===== src/rtl/serial_adder_2bit_seq_if.sv =====
// Start/done operand and result bus for the 2-bit-per-cycle serial adder.
// With SUB_MODE_EN defined the bus also carries the `sub` request bit.
interface serial_adder_2bit_seq_if #(
  parameter int WIDTH = 8
);
  // Handshake: the slave accepts start only in IDLE. a/b/cin/sub are captured on
  // that edge. done pulses once when result/cout are valid. busy is high while adding.
  logic             start;
  logic [WIDTH-1:0] a;
  logic [WIDTH-1:0] b;
  logic             cin;
`ifdef SUB_MODE_EN
  logic             sub;
`endif
  logic             busy;
  logic             done;
  logic [WIDTH-1:0] result;
  logic             cout;

`ifdef SUB_MODE_EN
  modport master (output start, a, b, cin, sub, input busy, done, result, cout);
  modport slave  (input start, a, b, cin, sub, output busy, done, result, cout);
`else
  modport master (output start, a, b, cin, input busy, done, result, cout);
  modport slave  (input start, a, b, cin, output busy, done, result, cout);
`endif
endinterface


===== src/rtl/serial_adder_2bit_seq.sv =====
// Serial adder: WIDTH-bit operands summed 2 bits per clock, LSB first, carry registered
// between slices. Defining SUB_MODE_EN adds a `sub` input that computes a - b.
module serial_adder_2bit_seq #(
  parameter int WIDTH = 8
) (
  input  logic                      clk,
  input  logic                      reset,
  serial_adder_2bit_seq_if.slave    bus,
  output logic [1:0]                dbg_state
);

  localparam int SLICES = WIDTH / 2;
  localparam int CW     = (SLICES > 1) ? $clog2(SLICES) : 1;
  localparam logic [CW-1:0] LAST = CW'(SLICES - 1);

  generate
    if ((WIDTH < 2) || (WIDTH % 2 != 0)) begin : g_bad_width
      $error("serial_adder_2bit_seq: WIDTH must be even and >= 2");
    end
  endgenerate

  typedef enum logic [1:0] {
    IDLE = 2'd0,
    ADD  = 2'd1,
    DONE = 2'd2
  } state_t;

  state_t           state_q, state_d;
  logic [WIDTH-1:0] a_sh_q, a_sh_d;
  logic [WIDTH-1:0] b_sh_q, b_sh_d;
  logic             carry_q, carry_d;
  logic [CW-1:0]    cnt_q, cnt_d;
  logic [WIDTH-1:0] result_q, result_d;
  logic             cout_q, cout_d;
  logic             busy_q, busy_d;
  logic             done_q, done_d;

  logic             sub_in;
  logic             s0, c0, s1, c1;
  logic [WIDTH+1:0] shifted;

`ifdef SUB_MODE_EN
  assign sub_in = bus.sub;
`else
  assign sub_in = 1'b0;
`endif

  // Two-bit ripple slice: bit0 carry feeds bit1.
  assign s0 = a_sh_q[0] ^ b_sh_q[0] ^ carry_q;
  assign c0 = (a_sh_q[0] & b_sh_q[0]) | (carry_q & (a_sh_q[0] ^ b_sh_q[0]));
  assign s1 = a_sh_q[1] ^ b_sh_q[1] ^ c0;
  assign c1 = (a_sh_q[1] & b_sh_q[1]) | (c0 & (a_sh_q[1] ^ b_sh_q[1]));
  assign shifted = {s1, s0, result_q};

  always_comb begin
    state_d  = state_q;
    a_sh_d   = a_sh_q;
    b_sh_d   = b_sh_q;
    carry_d  = carry_q;
    cnt_d    = cnt_q;
    result_d = result_q;
    cout_d   = cout_q;
    busy_d   = busy_q;
    done_d   = 1'b0;
    case (state_q)
      IDLE: begin
        if (bus.start) begin
          state_d  = ADD;
          a_sh_d   = bus.a;
          b_sh_d   = sub_in ? ~bus.b : bus.b;
          carry_d  = sub_in ? 1'b1 : bus.cin;
          cnt_d    = '0;
          result_d = '0;
          cout_d   = 1'b0;
          busy_d   = 1'b1;
        end
      end
      ADD: begin
        // New sum bits enter at the MSB end so the LSB slice lands at bit 0 last.
        result_d = shifted[WIDTH+1:2];
        a_sh_d   = a_sh_q >> 2;
        b_sh_d   = b_sh_q >> 2;
        carry_d  = c1;
        cnt_d    = cnt_q + CW'(1);
        if (cnt_q == LAST) begin
          state_d = DONE;
          cout_d  = c1;
          busy_d  = 1'b0;
          done_d  = 1'b1;
        end
      end
      DONE: begin
        state_d = IDLE;
      end
      default: begin
        state_d = IDLE;
        busy_d  = 1'b0;
      end
    endcase
  end

  always_ff @(posedge clk) begin
    if (reset) begin
      state_q  <= IDLE;
      a_sh_q   <= '0;
      b_sh_q   <= '0;
      carry_q  <= 1'b0;
      cnt_q    <= '0;
      result_q <= '0;
      cout_q   <= 1'b0;
      busy_q   <= 1'b0;
      done_q   <= 1'b0;
    end else begin
      state_q  <= state_d;
      a_sh_q   <= a_sh_d;
      b_sh_q   <= b_sh_d;
      carry_q  <= carry_d;
      cnt_q    <= cnt_d;
      result_q <= result_d;
      cout_q   <= cout_d;
      busy_q   <= busy_d;
      done_q   <= done_d;
    end
  end

  assign bus.busy   = busy_q;
  assign bus.done   = done_q;
  assign bus.result = result_q;
  assign bus.cout   = cout_q;
  assign dbg_state  = state_q;

endmodule


===== src/flat_wrapper.sv =====
// flat-port wrapper written by rule: the top's interface ports become plain ports
module serial_adder_2bit_seq_flat 
#(
  parameter int WIDTH = 8
)
  (clk, reset, dbg_state, bus_start, bus_a, bus_b, bus_cin, bus_busy, bus_done, bus_result, bus_cout);
  serial_adder_2bit_seq_if #(.WIDTH(WIDTH)) bus_i ();
  input  logic clk;
  input  logic reset;
  output logic [1:0] dbg_state;
  input wire logic [$bits(bus_i.start)-1:0] bus_start;
  input wire logic [$bits(bus_i.a)-1:0] bus_a;
  input wire logic [$bits(bus_i.b)-1:0] bus_b;
  input wire logic [$bits(bus_i.cin)-1:0] bus_cin;
  output wire logic [$bits(bus_i.busy)-1:0] bus_busy;
  output wire logic [$bits(bus_i.done)-1:0] bus_done;
  output wire logic [$bits(bus_i.result)-1:0] bus_result;
  output wire logic [$bits(bus_i.cout)-1:0] bus_cout;
  assign bus_i.start = bus_start;
  assign bus_i.a = bus_a;
  assign bus_i.b = bus_b;
  assign bus_i.cin = bus_cin;
  assign bus_busy = bus_i.busy;
  assign bus_done = bus_i.done;
  assign bus_result = bus_i.result;
  assign bus_cout = bus_i.cout;
  serial_adder_2bit_seq #(.WIDTH(WIDTH)) u_core (.clk(clk), .reset(reset), .bus(bus_i), .dbg_state(dbg_state));
endmodule

===== config.mk =====
export PLATFORM = sky130hd
export DESIGN_NAME = serial_adder_2bit_seq_flat
export DESIGN_NICKNAME = d
export VERILOG_FILES = /design/src/rtl/serial_adder_2bit_seq_if.sv /design/src/rtl/serial_adder_2bit_seq.sv /design/src/flat_wrapper.sv
export SDC_FILE = /design/constraint.sdc
export NUM_CORES = 1
export LEC_CHECK = 0
export ABC_CLOCK_PERIOD_IN_PS = 1600
export CAP_MARGIN = 20
export CORE_MARGIN = 2
export CORE_UTILIZATION = 55
export CTS_CLUSTER_DIAMETER = 120
export DETAILED_ROUTE_END_ITERATION = 10
export DONT_BUFFER_PORTS = 1
export MAX_ROUTING_LAYER = met4
export PLACE_DENSITY_LB_ADDON = 0.12
export REMOVE_ABC_BUFFERS = 1
export SLEW_MARGIN = 5
export SYNTH_ARGS = -nofsm -noshare
export SYNTH_HDL_FRONTEND = slang
export SYNTH_SLANG_ARGS = --single-unit

===== constraint.sdc =====
create_clock -name clk -period 1.6 [get_ports clk]
set_input_delay 0.32 -clock clk [delete_from_list [all_inputs] [get_ports clk]]
set_output_delay 0.32 -clock clk [all_outputs]
set_load 0.005 [all_outputs]

==> results of run 1 <==
==> sequential cells by signal, summed over array words and instances, names as in the netlist <==
name,count
u_core.a_sh_q,8
u_core.bus.done,1
u_core.bus.result,8
u_core.b_sh_q,8
u_core.carry_q,1
u_core.dbg_state,2
u_core.cnt_q,2
u_core.bus.cout,1
u_core.bus.busy,1
==> how the worst max path moves through the flow <==
stage	start	to	depth (start not counted)	slack, ns
final	u_core.carry_q	u_core.bus.result[7]	5	0.004
after global routing	u_core.carry_q	u_core.bus.result[7]	5	-0.04
after CTS	u_core.carry_q	u_core.bus.result[7]	5	0.007
after detailed placement	u_core.carry_q	u_core.bus.result[7]	5	-0.04
after global placement	u_core.carry_q	u_core.bus.result[7]	5	0.02
after floorplan	u_core.dbg_state[0]	u_core.a_sh_q[0]	3	-0.39
==> where the power goes <==
| part | switching (W) | internal, W | leakage, nW |
|---|---|---|---|
| sequential | 0.0000308 | 0.000846 | 0.263 |
| combinational | 0.000115 | 0.000110 | 0.268 |
| clock | 0.000262 | 0.000327 | 0.0422 |
==> layout by cell type (no fill, tap or decap), types with 3 or more instances in the layout <==
| cell | netlist | routed |
|---|---|---|
| a211oi_1 | 7 | 7 |
| nor2_1 | 27 | 27 |
| a21oi_1 | 3 | 3 |
| mux2i_1 | 14 | 14 |
| dfxtp_1 | 32 | 31 |
| a211oi_2 | 7 | 7 |
| nor3b_1 | 3 | 3 |
| inv_1 | 6 | 6 |
| a22oi_1 | 10 | 10 |
| clkbuf_4 | 0 | 5 |
| nand2b_1 | 5 | 5 |
==> routing by layer <==
layer	part of all wire (%)	up-vias	global-route usage (%)
met5	0	-	-
met4	0.57	0	10.00
met3	6.5	2	6.284
met2	50	25	28.57
met1	43	437	23.10
li1	-	485	-
==> logic make-up after synthesis <==
kind of cell | count (synthesis) | synth area share (%)
buffers and inverters | 17 | 7.773
DFF | 32 | 45.23
and+or+nand+nor | 40 | 13.08
muxes | 14 | 9.894
AOI/OAI and AO/OA | 34 | 20.32
adders and majority gates | 3 | 3.710
==> critical path: stages (launching register included) <==
cell       delay (ns)
dfxtp_2          0.33
inv_1            0.05
fa_2             0.39
fa_2             0.55
a2bb2oi_2        0.13
nor2_1           0.04
==> through the flow <==
stage | hold WS, ns | area [um2] | setup WS [ns]
floorplan | 0.3846 | 1329 | -0.3937
global placement | 0.3889 | 1406 | 0.01897
detailed placement | 0.3897 | 1406 | -0.04390
CTS | 0.01982 | 1490 | 0.006605
global route | 0.004414 | 1499 | -0.04068
finish | 0.04290 | 1499 | 0.003694
==> final cells by class <==
class	instances	area (um2)
repair buffers	2	40.04
fillers	220	955.9
clock buffers	6	41.29
well taps	30	37.54
clock inverters	2	35.03
flip-flops and latches	32	641.9
inverters	6	22.52
multi-input cells	91	680.7
==> timing repair <==
item | in CTS | in global routing
buffers inserted | 0 | 0
resized for setup | 3 | 2
endpoints found under the hold margin | 0 | 0
hold buffers | 0 | 0
endpoints found under the setup margin | 3 | 2
==> summary.md, run 1 <==
| Metric | Value |
|---|---|
| Status | `completed` |
| Final Slew Violations | `0` |
| Hold path endpoint | `u_core.carry_q` |
| Synth cell types | `27` |
| Sequential area share after synthesis | `45.23%` |
| Post-detail-place hpwl | `1.641 mm` |
| Flops & latches, synth | `32` |
| Reg2reg start | `u_core.carry_q` |
| Detail Route Antenna Nets | `0` |
| Synth area leader | `dfxtp_1` |
| Core area | `2455 um2` |
| Share of cells above drive strength 1 | `15.83%` |
| CP Launch Type | `flip-flop` |
| DRC Markers | `0` |
| Placed insts | `161` |
| Worst reg2reg path depth | `5` |
| ANT cells | `0` |
| Total CTS buffers | `5` |
| Chip width | `54.75 um` |
| Initial core utilization | `57.70%` |
| Synth Warn # | `0` |
| Total GRT Usage | `19.26%` |
| Pwr Total | `0.001691 W` |
| Synthesized area | `1416 um2` |
| CTS tree | `yes` |
| Number of max-cap violations | `0` |
| Clock Sinks | `32` |
| Final Hold Fails | `0` |
| GR Overflow Total | `0` |
| Count leader, synth | `dfxtp_1` |
| Async SR Flop Fraction | `0%` |
| Start-to-end type of the worst setup path | `reg2reg` |
| Static Leakage | `0.5731 nW` |
| Worst-path maximum fanout | `2` |
| Die area | `2997 um2` |
| Most used DFF post-synth | `dfxtp_1` |
| Via count | `949` |
| Worst Skew | `0.005327 ns` |
| Capturing point of the worst reg2reg path | `u_core.bus.result[7]` |
| Setup TNS | `0 ns` |
| Power Dens Cells | `1128 nW/um2` |
| Synth top cells by count | `32 x dfxtp_1, 27 x nor2_1, 14 x mux2i_1` |
| Final non-filler cell total | `169` |
| 1st-pass router iterations | `4` |
| End-of-flow core utilization | `61.06%` |
| Minimum clock period | `1.596 ns` |
| Drt wl/cell | `14.58 um` |
| Worst Path Required | `1.83 ns` |
| Nets | `161` |
| Hold Crit Start | `reset` |
| DR iter-0 viols | `12` |
| Arrival time worst endpoint | `1.83 ns` |
| Post-Syn Instances | `140` |
| Clock tree buffer depth | `2` |
| Peak supply drop | `0.7089 mV` |
| Root Buffer | `clkbuf_4` |
| Area growth syn-to-layout | `5.831%` |
| Clock-pin slew on the worst setup and hold paths | `0.10 ns` |
| Fmax | `0.6264 GHz` |
| Initial antenna violation count | `0` |
| Htree depth | `2` |
| Chip Height | `54.75 um` |
| IO Pins | `33` |
| Final Cycle Share | `99.77%` |
| Post-synth EDFFs | `0` |
| Max_slew headroom | `56.61%` |
| Clock latency at the later pin of the worst-skew pair | `0.32 ns` |
| First-pass GRT wire length | `3.926 mm` |
| Leading post-synthesis cells by cell area | `dfxtp_1 45%, mux2i_1 9.9%, nor2_1 7.2%` |
| Worst Hold Depth | `1` |
| Drt via density | `5.615` |
| Port Buffers | `0` |
| Vias in the first global route | `904` |
| Maximum number of pins on one net before global-route repair | `33` |
| Final setup fails | `0` |
| RD Place Congestion | `0.7401` |
| Crit. End Element | `flip-flop` |
| Reg-to-reg slack, setup | `0.004 ns` |
| Post-synthesis average cell area | `10.12 um2` |
| Worst Hold Class | `in2reg` |
| Total routed wirelength | `2.464 mm` |
| Row count | `18` |
| RSZ-0062 raised after global routing | `true` |
| Worst slew pin tran | `0.6504 ns` |
| Synth top area share | `45.23%` |
(Power assumes the default switching activity.)
==> run 2: changes to the inputs <==
Settings changed: ABC_CLOCK_PERIOD_IN_PS 1600 to 2000, CORE_UTILIZATION 55 to 65, TNS_END_PERCENT from default to 5.
Clock period 1.6 ns to 2 ns, I/O delays scaled along.
==> run 2 against run 1 <==
  * Largest power group unchanged
  * Register-to-register slack improved by 0.34 ns
  * Final cell count shrank 2.4%
  * Via count up 1.7%
  * Clock power fell by 32%
  * Sequential cell count stayed put
  * Count of clock-buffer cells in the layout rose by 1
  * Total power fell by 25%
==> summary.md, run 2 (synthesized netlist as in run 1, its figures left out) <==
| Metric | Value |
|---|---|
| Status | `completed` |
| Initial antenna violation count | `0 (unchanged)` |
| Leading cell types in the layout, fill and taps excluded | `32 x dfxtp_1, 27 x nor2_1, 14 x mux2i_1` |
| Register area | `640.6 um2 (-0.20%)` |
| Final non-filler cell total | `165 (-2.4%)` |
| Clock Sinks | `32 (unchanged)` |
| Total routed wirelength | `2.375 mm (-3.6%)` |
| Start-to-end type of the worst setup path | `reg2reg` |
| Worst Hold Class | `in2reg` |
| Post-detail-place hpwl | `1.637 mm (-0.21%)` |
| ANT cells | `0 (unchanged)` |
| GR Overflow Total | `0 (unchanged)` |
| RSZ-0062 raised after global routing | `false` |
| Port Buffers | `0 (unchanged)` |
| Commonest non-fill, non-tap cell in the layout | `dfxtp_1` |
| Clock-pin slew on the worst setup and hold paths | `0.09 ns (about the same)` |
| Maximum number of pins on one net before global-route repair | `33 (unchanged)` |
| RD Place Congestion | `0.7706 (+4.1%)` |
| Share of cells above drive strength 1 | `12.32% (-3.5 points)` |
| Chip width | `50.68 um (-7.4%)` |
| First-pass GRT wire length | `3.974 mm (+1.2%)` |
| Minimum clock period | `1.656 ns (+0.05994 ns)` |
| Static Leakage | `0.5539 nW (-3.4%)` |
| Power Dens Cells | `874.3 nW/um2 (-22%)` |
| CTS resizes | `0 (-3)` |
| Peak supply drop | `0.5411 mV (-24%)` |
| CP max stage delay | `0.43 ns (-0.12 ns)` |
| Worst Hold Depth | `1 (unchanged)` |
| Detail Route Antenna Nets | `0 (unchanged)` |
| Htree depth | `2 (unchanged)` |
| CTS tree | `yes` |
| Vias in the first global route | `917 (+1.4%)` |
| Final Slew Violations | `0 (unchanged)` |
| CP cell instances | `inv_1, fa_1, fa_1, inv_1, mux2i_1, a211oi_2` |
| Drt wl/cell | `14.39 um (-1.3%)` |
| Clock latency at the later pin of the worst-skew pair | `0.33 ns (about the same)` |
| Setup TNS | `0 ns (unchanged)` |
| Worst-path maximum fanout | `2 (unchanged)` |
| Arrival time worst endpoint | `1.91 ns (+0.08 ns)` |
| Number of max-cap violations | `0 (unchanged)` |
| Chip Height | `50.68 um (-7.4%)` |
| Max_slew headroom | `30.66% (-26 points)` |
| Fmax | `0.6038 GHz (-3.6%)` |
| IO Pins | `33 (unchanged)` |
| Post-CTS Setup Inserts | `0 (unchanged)` |
| Final Cycle Share | `82.81% (-17 points)` |
| Die area | `2568 um2 (-14%)` |
| Worst hold slack | `0.1217 ns (+0.07882 ns)` |
| Crit. End Element | `flip-flop` |
| Total GRT Usage | `21.99% (+2.7 points)` |
| Clock tree buffer depth | `2 (unchanged)` |
| Area of the multi-input gates | `665.6 um2 (-2.2%)` |
| Worst Skew | `0.002670 ns (-0.002657 ns)` |
| Core area | `2002 um2 (-18%)` |
| Worst Path Required | `2.26 ns (+0.43 ns)` |
| Worst slew pin tran | `1.038 ns (+0.3875 ns)` |
| Row count | `16 (-2)` |
| CP Launch Type | `flip-flop` |
| Area growth syn-to-layout | `1.855%` |
| Placed insts | `158 (-1.9%)` |
| Fillers | `165 (-25%)` |
| Worst reg2reg path depth | `6 (+1)` |
| DRC Markers | `0 (unchanged)` |
| Final Hold Fails | `0 (unchanged)` |
| Root Buffer | `clkbuf_4` |
| Hold buffers post-CTS | `0 (unchanged)` |
| Drt via density | `5.848 (+4.2%)` |
| DR iter-0 viols | `9 (-3)` |
| 1st-pass router iterations | `4 (unchanged)` |
| Final setup fails | `0 (unchanged)` |
| Critical-path top delay cell | `fa_1` |
| Nets | `161 (unchanged)` |
| Total CTS buffers | `5 (unchanged)` |
| Via count | `965 (+1.7%)` |
| Initial core utilization | `70.75% (+13 points)` |
| End-of-flow core utilization | `72.06% (+11 points)` |
run 2: layout make-up:
cell class	count	area share [%]
Tap cell	27	2.342
Sequential cell	32	44.41
Clock buffer	7	4.510
Multi-Input combinational cell	91	46.14
Inverter	6	1.561
Timing Repair Buffer	2	1.041
run 2: layer usage:
metal	routed length [um]	track usage, %
met1	1038	25.43
met3	154	7.738
met2	1118	32.89
met5	0	-
met4	63	13.06
run 2: worst paths after layout:
check                                 startpoint               end  slack (ns)
worst max-delay path              u_core.carry_q    u_core.carry_q        0.34
worst max register to register    u_core.carry_q    u_core.carry_q        0.34
worst min register to register  u_core.a_sh_q[6]  u_core.a_sh_q[6]        0.49
worst min-delay path                       reset  u_core.a_sh_q[3]        0.12
run 2: stage by stage:
step | worst slack, ns | cell area (um2) | total power, W
global placement | 0.4056 | 1378 | 0.0008684
global route | 0.2430 | 1443 | 0.001321
finish | 0.3438 | 1443 | 0.001261
CTS | 0.3352 | 1443 | 0.001273
detailed placement | 0.3292 | 1378 | 0.0008795
floorplan | 0.006326 | 1329 | 0.0008435
run 2: critical path: cells and delay by family, from the launching register on:
family / cells / cell delay (ns)
AO/OA/AOI/OAI: 1 / 0.21
adder cells (fa/ha/maj): 2 / 0.80
buffers and inverters: 2 / 0.15
flip-flops: 1 / 0.35
multiplexers: 1 / 0.08
run 2: power breakdown:
part           internal [W]  leakage [nW]  total, W  switching [W]
Clock              0.000199        0.0374  0.000400       0.000201
Sequential         0.000676         0.263  0.000700      0.0000239
Combinational     0.0000744         0.254  0.000161      0.0000865
==> run 3: changes to the inputs <==
Settings changed: ABC_CLOCK_PERIOD_IN_PS 2000 to 1600, CORE_UTILIZATION 65 to 61.
Clock period 2 ns to 1.6 ns, I/O delays scaled along.
==> run 3 against run 2 <==
  * Count of clock-buffer cells in the layout shrank 1
  * Total power grew 34%
  * Register-to-register slack lost 0.32 ns
  * Global-route usage grew 0.31 points
  * Sequential cell count is the same
  * Utilization shrank 4.6 points
  * Worst setup slack lost 0.32 ns
  * Critical path type unchanged
  * Critical endpoint is now u_core.bus.result[7]
  * Highest routed layer unchanged
==> summary.md, run 3 (synthesized netlist as in run 1, its figures left out) <==
| Metric | Value |
|---|---|
| Peak supply drop | `0.8209 mV (+52%)` |
| CP cell instances | `inv_1, fa_2, fa_1, a2bb2oi_2, nor2_1` |
| Power Dens Cells | `1135 nW/um2 (+30%)` |
| Row count | `17 (+1)` |
| Vias in the first global route | `969 (+5.7%)` |
| Chip Height | `52.19 um (+3.0%)` |
| ANT cells | `0 (unchanged)` |
| IO Pins | `33 (unchanged)` |
| First-pass GRT wire length | `4.278 mm (+7.6%)` |
| Chip width | `52.19 um (+3.0%)` |
| Capturing point of the worst reg2reg path | `u_core.bus.result[7]` |
| Top Usage Layer GRT | `met2` |
| CTS tree | `yes` |
| Arrival time worst endpoint | `1.81 ns (-0.10 ns)` |
| Area growth syn-to-layout | `5.389%` |
| Total routed wirelength | `2.534 mm (+6.7%)` |
| Post-CTS Setup Inserts | `0 (unchanged)` |
| Worst setup margin | `0.02390 ns (-0.3199 ns)` |
| Crit. End Element | `flip-flop` |
| Detail Route Antenna Nets | `0 (unchanged)` |
| Reg-to-reg slack, setup | `0.02 ns (-0.32 ns)` |
| Critical path's top delay family | `adder cells` |
| RD Place Congestion | `0.7431 (-3.6%)` |
| Clock tree buffer depth | `2 (unchanged)` |
| Post-detail-place hpwl | `1.731 mm (+5.7%)` |
| Minimum clock period | `1.576 ns (-0.08014 ns)` |
| Reg2reg start | `u_core.carry_q` |
| Clock Sinks | `32 (unchanged)` |
| Final setup fails | `0 (unchanged)` |
| Start-to-end type of the worst setup path | `reg2reg` |
| Worst reg2reg path depth | `5 (-1)` |
| Commonest non-fill, non-tap cell in the layout | `dfxtp_1` |
| Total CTS buffers | `5 (unchanged)` |
| Clock-pin slew on the worst setup and hold paths | `0.10 ns (about the same)` |
| Hold Crit Start | `reset` |
| Worst setup path start | `u_core.carry_q` |
| Maximum number of pins on one net before global-route repair | `33 (unchanged)` |
| Drt wl/cell | `14.99 um (+4.2%)` |
| Port Buffers | `0 (unchanged)` |
| CP max stage delay | `0.51 ns (+0.08 ns)` |
| Met1 usage | `25.41% (about the same)` |
| Fmax | `0.6345 GHz (+5.1%)` |
| Fillers | `194 (+18%)` |
| Final Slew Violations | `0 (unchanged)` |
| Worst-path maximum fanout | `2 (unchanged)` |
| Initial antenna violation count | `0 (unchanged)` |
| Bufs and invs on worst path | `1 (-1)` |
| Share of cells above drive strength 1 | `16.31% (+4.0 points)` |
| Die area | `2723 um2 (+6.0%)` |
| Worst slew pin tran | `0.5045 ns (-0.5334 ns)` |
| Final Hold Fails | `0 (unchanged)` |
| DR iter-0 viols | `17 (+8)` |
| Status | `completed` |
| Final Cycle Share | `98.51% (+16 points)` |
| Number of max-cap violations | `0 (unchanged)` |
| Critical path depth | `5 (-1)` |
| Leading cell types in the layout, fill and taps excluded | `31 x dfxtp_1, 27 x nor2_1, 14 x mux2i_1` |
| Via count | `972 (+0.73%)` |
| GR Overflow Total | `0 (unchanged)` |
| Worst hold slack | `0.03908 ns (-0.08264 ns)` |
| Drt via density | `5.751 (-1.7%)` |
| Hold buffers post-CTS | `0 (unchanged)` |
| Worst slack at placement | `-0.05103 ns (-0.3802 ns)` |
| Core area | `2212 um2 (+10%)` |
| Worst Setup EP | `u_core.bus.result[7]` |
| Nets | `163 (+1.2%)` |
| Met3 usage | `9.143% (+1.4 points)` |
| Static Leakage | `0.5729 nW (+3.4%)` |
| DRC Markers | `0 (unchanged)` |
| Worst Skew | `0.008109 ns (+0.005438 ns)` |
| Initial core utilization | `64.03% (-6.7 points)` |
| RSZ-0062 raised after global routing | `true` |
| 1st-pass router iterations | `4 (unchanged)` |
| Worst Hold Class | `in2reg` |
| Critical-path top delay cell | `fa_1` |
| Clock latency at the later pin of the worst-skew pair | `0.33 ns (about the same)` |
| Htree depth | `2 (unchanged)` |
| CP Launch Type | `flip-flop` |
| Worst Path Required | `1.83 ns (-0.43 ns)` |
| Root Buffer | `clkbuf_4` |
| Met2 Usage GRT | `36.29% (+3.4 points)` |
| Max_slew headroom | `66.29% (+36 points)` |
| Total GRT Usage | `22.31% (+0.31 points)` |
| Pwr Total | `0.001694 W (+34%)` |
[run 3: area by class of cell]
cell class	instances	area, um2	area share [%]
Timing Repair Buffer	4	42.54	2.850
Clock inverter	2	35.03	2.347
Multi-Input combinational cell	91	674.4	45.18
Sequential cell	32	641.9	43.00
Tap cell	28	35.03	2.347
Inverter	6	22.52	1.509
Clock buffer	6	41.29	2.766
[run 3: worst min-delay path by stage]
stage	cells after the start	endpoint	slack (ns)
after floorplan	1	u_core.a_sh_q[0]	0.38
after global placement	1	u_core.a_sh_q[2]	0.39
after detailed placement	1	u_core.a_sh_q[0]	0.39
after CTS	1	u_core.carry_q	0.03
after global routing	1	u_core.carry_q	0.02
final	1	u_core.carry_q	0.04
[run 3: worst reg2reg max path, cell delays in order (launching register included)]
cell and delay [ns]:
dfxtp_2 0.34, inv_1 0.06, fa_2 0.38, fa_1 0.51
a2bb2oi_2 0.14, nor2_1 0.05
[run 3: layer usage]
| metal | routed length [um] | part of all wire, % | vias up |
|---|---|---|---|
| met3 | 206 | 8.1 | 2 |
| met2 | 1162 | 46 | 31 |
| met1 | 1148 | 45 | 448 |
| met5 | 0 | 0 | - |
| li1 | - | - | 491 |
| met4 | 16 | 0.63 | 0 |
[run 3: repair_timing]
item / in CTS / in global routing
pin swaps: 1 / 0
resized for setup: 2 / 2
cloned: 0 / 0
endpoints found under the setup margin: 2 / 3
[run 3: power by group]
part           internal [W]  leakage, nW  total, W  switching, W
clock              0.000327       0.0422  0.000591      0.000264
sequential         0.000846        0.263  0.000880     0.0000343
combinational      0.000109        0.268  0.000222      0.000113
total               0.00128        0.573   0.00169      0.000411
[run 3: metrics by stage]
step / cell area, um2 / utilization, % / instances / TNS, ns
after global routing: 1493 / 67.48 / 169 / -0.05560
after global placement: 1406 / 63.57 / 161 / 0
after CTS: 1486 / 67.19 / 169 / 0
final: 1493 / 67.48 / 169 / 0
after floorplan: 1329 / - / 129 / -6.363
after detailed placement: 1406 / 63.57 / 161 / -0.09544
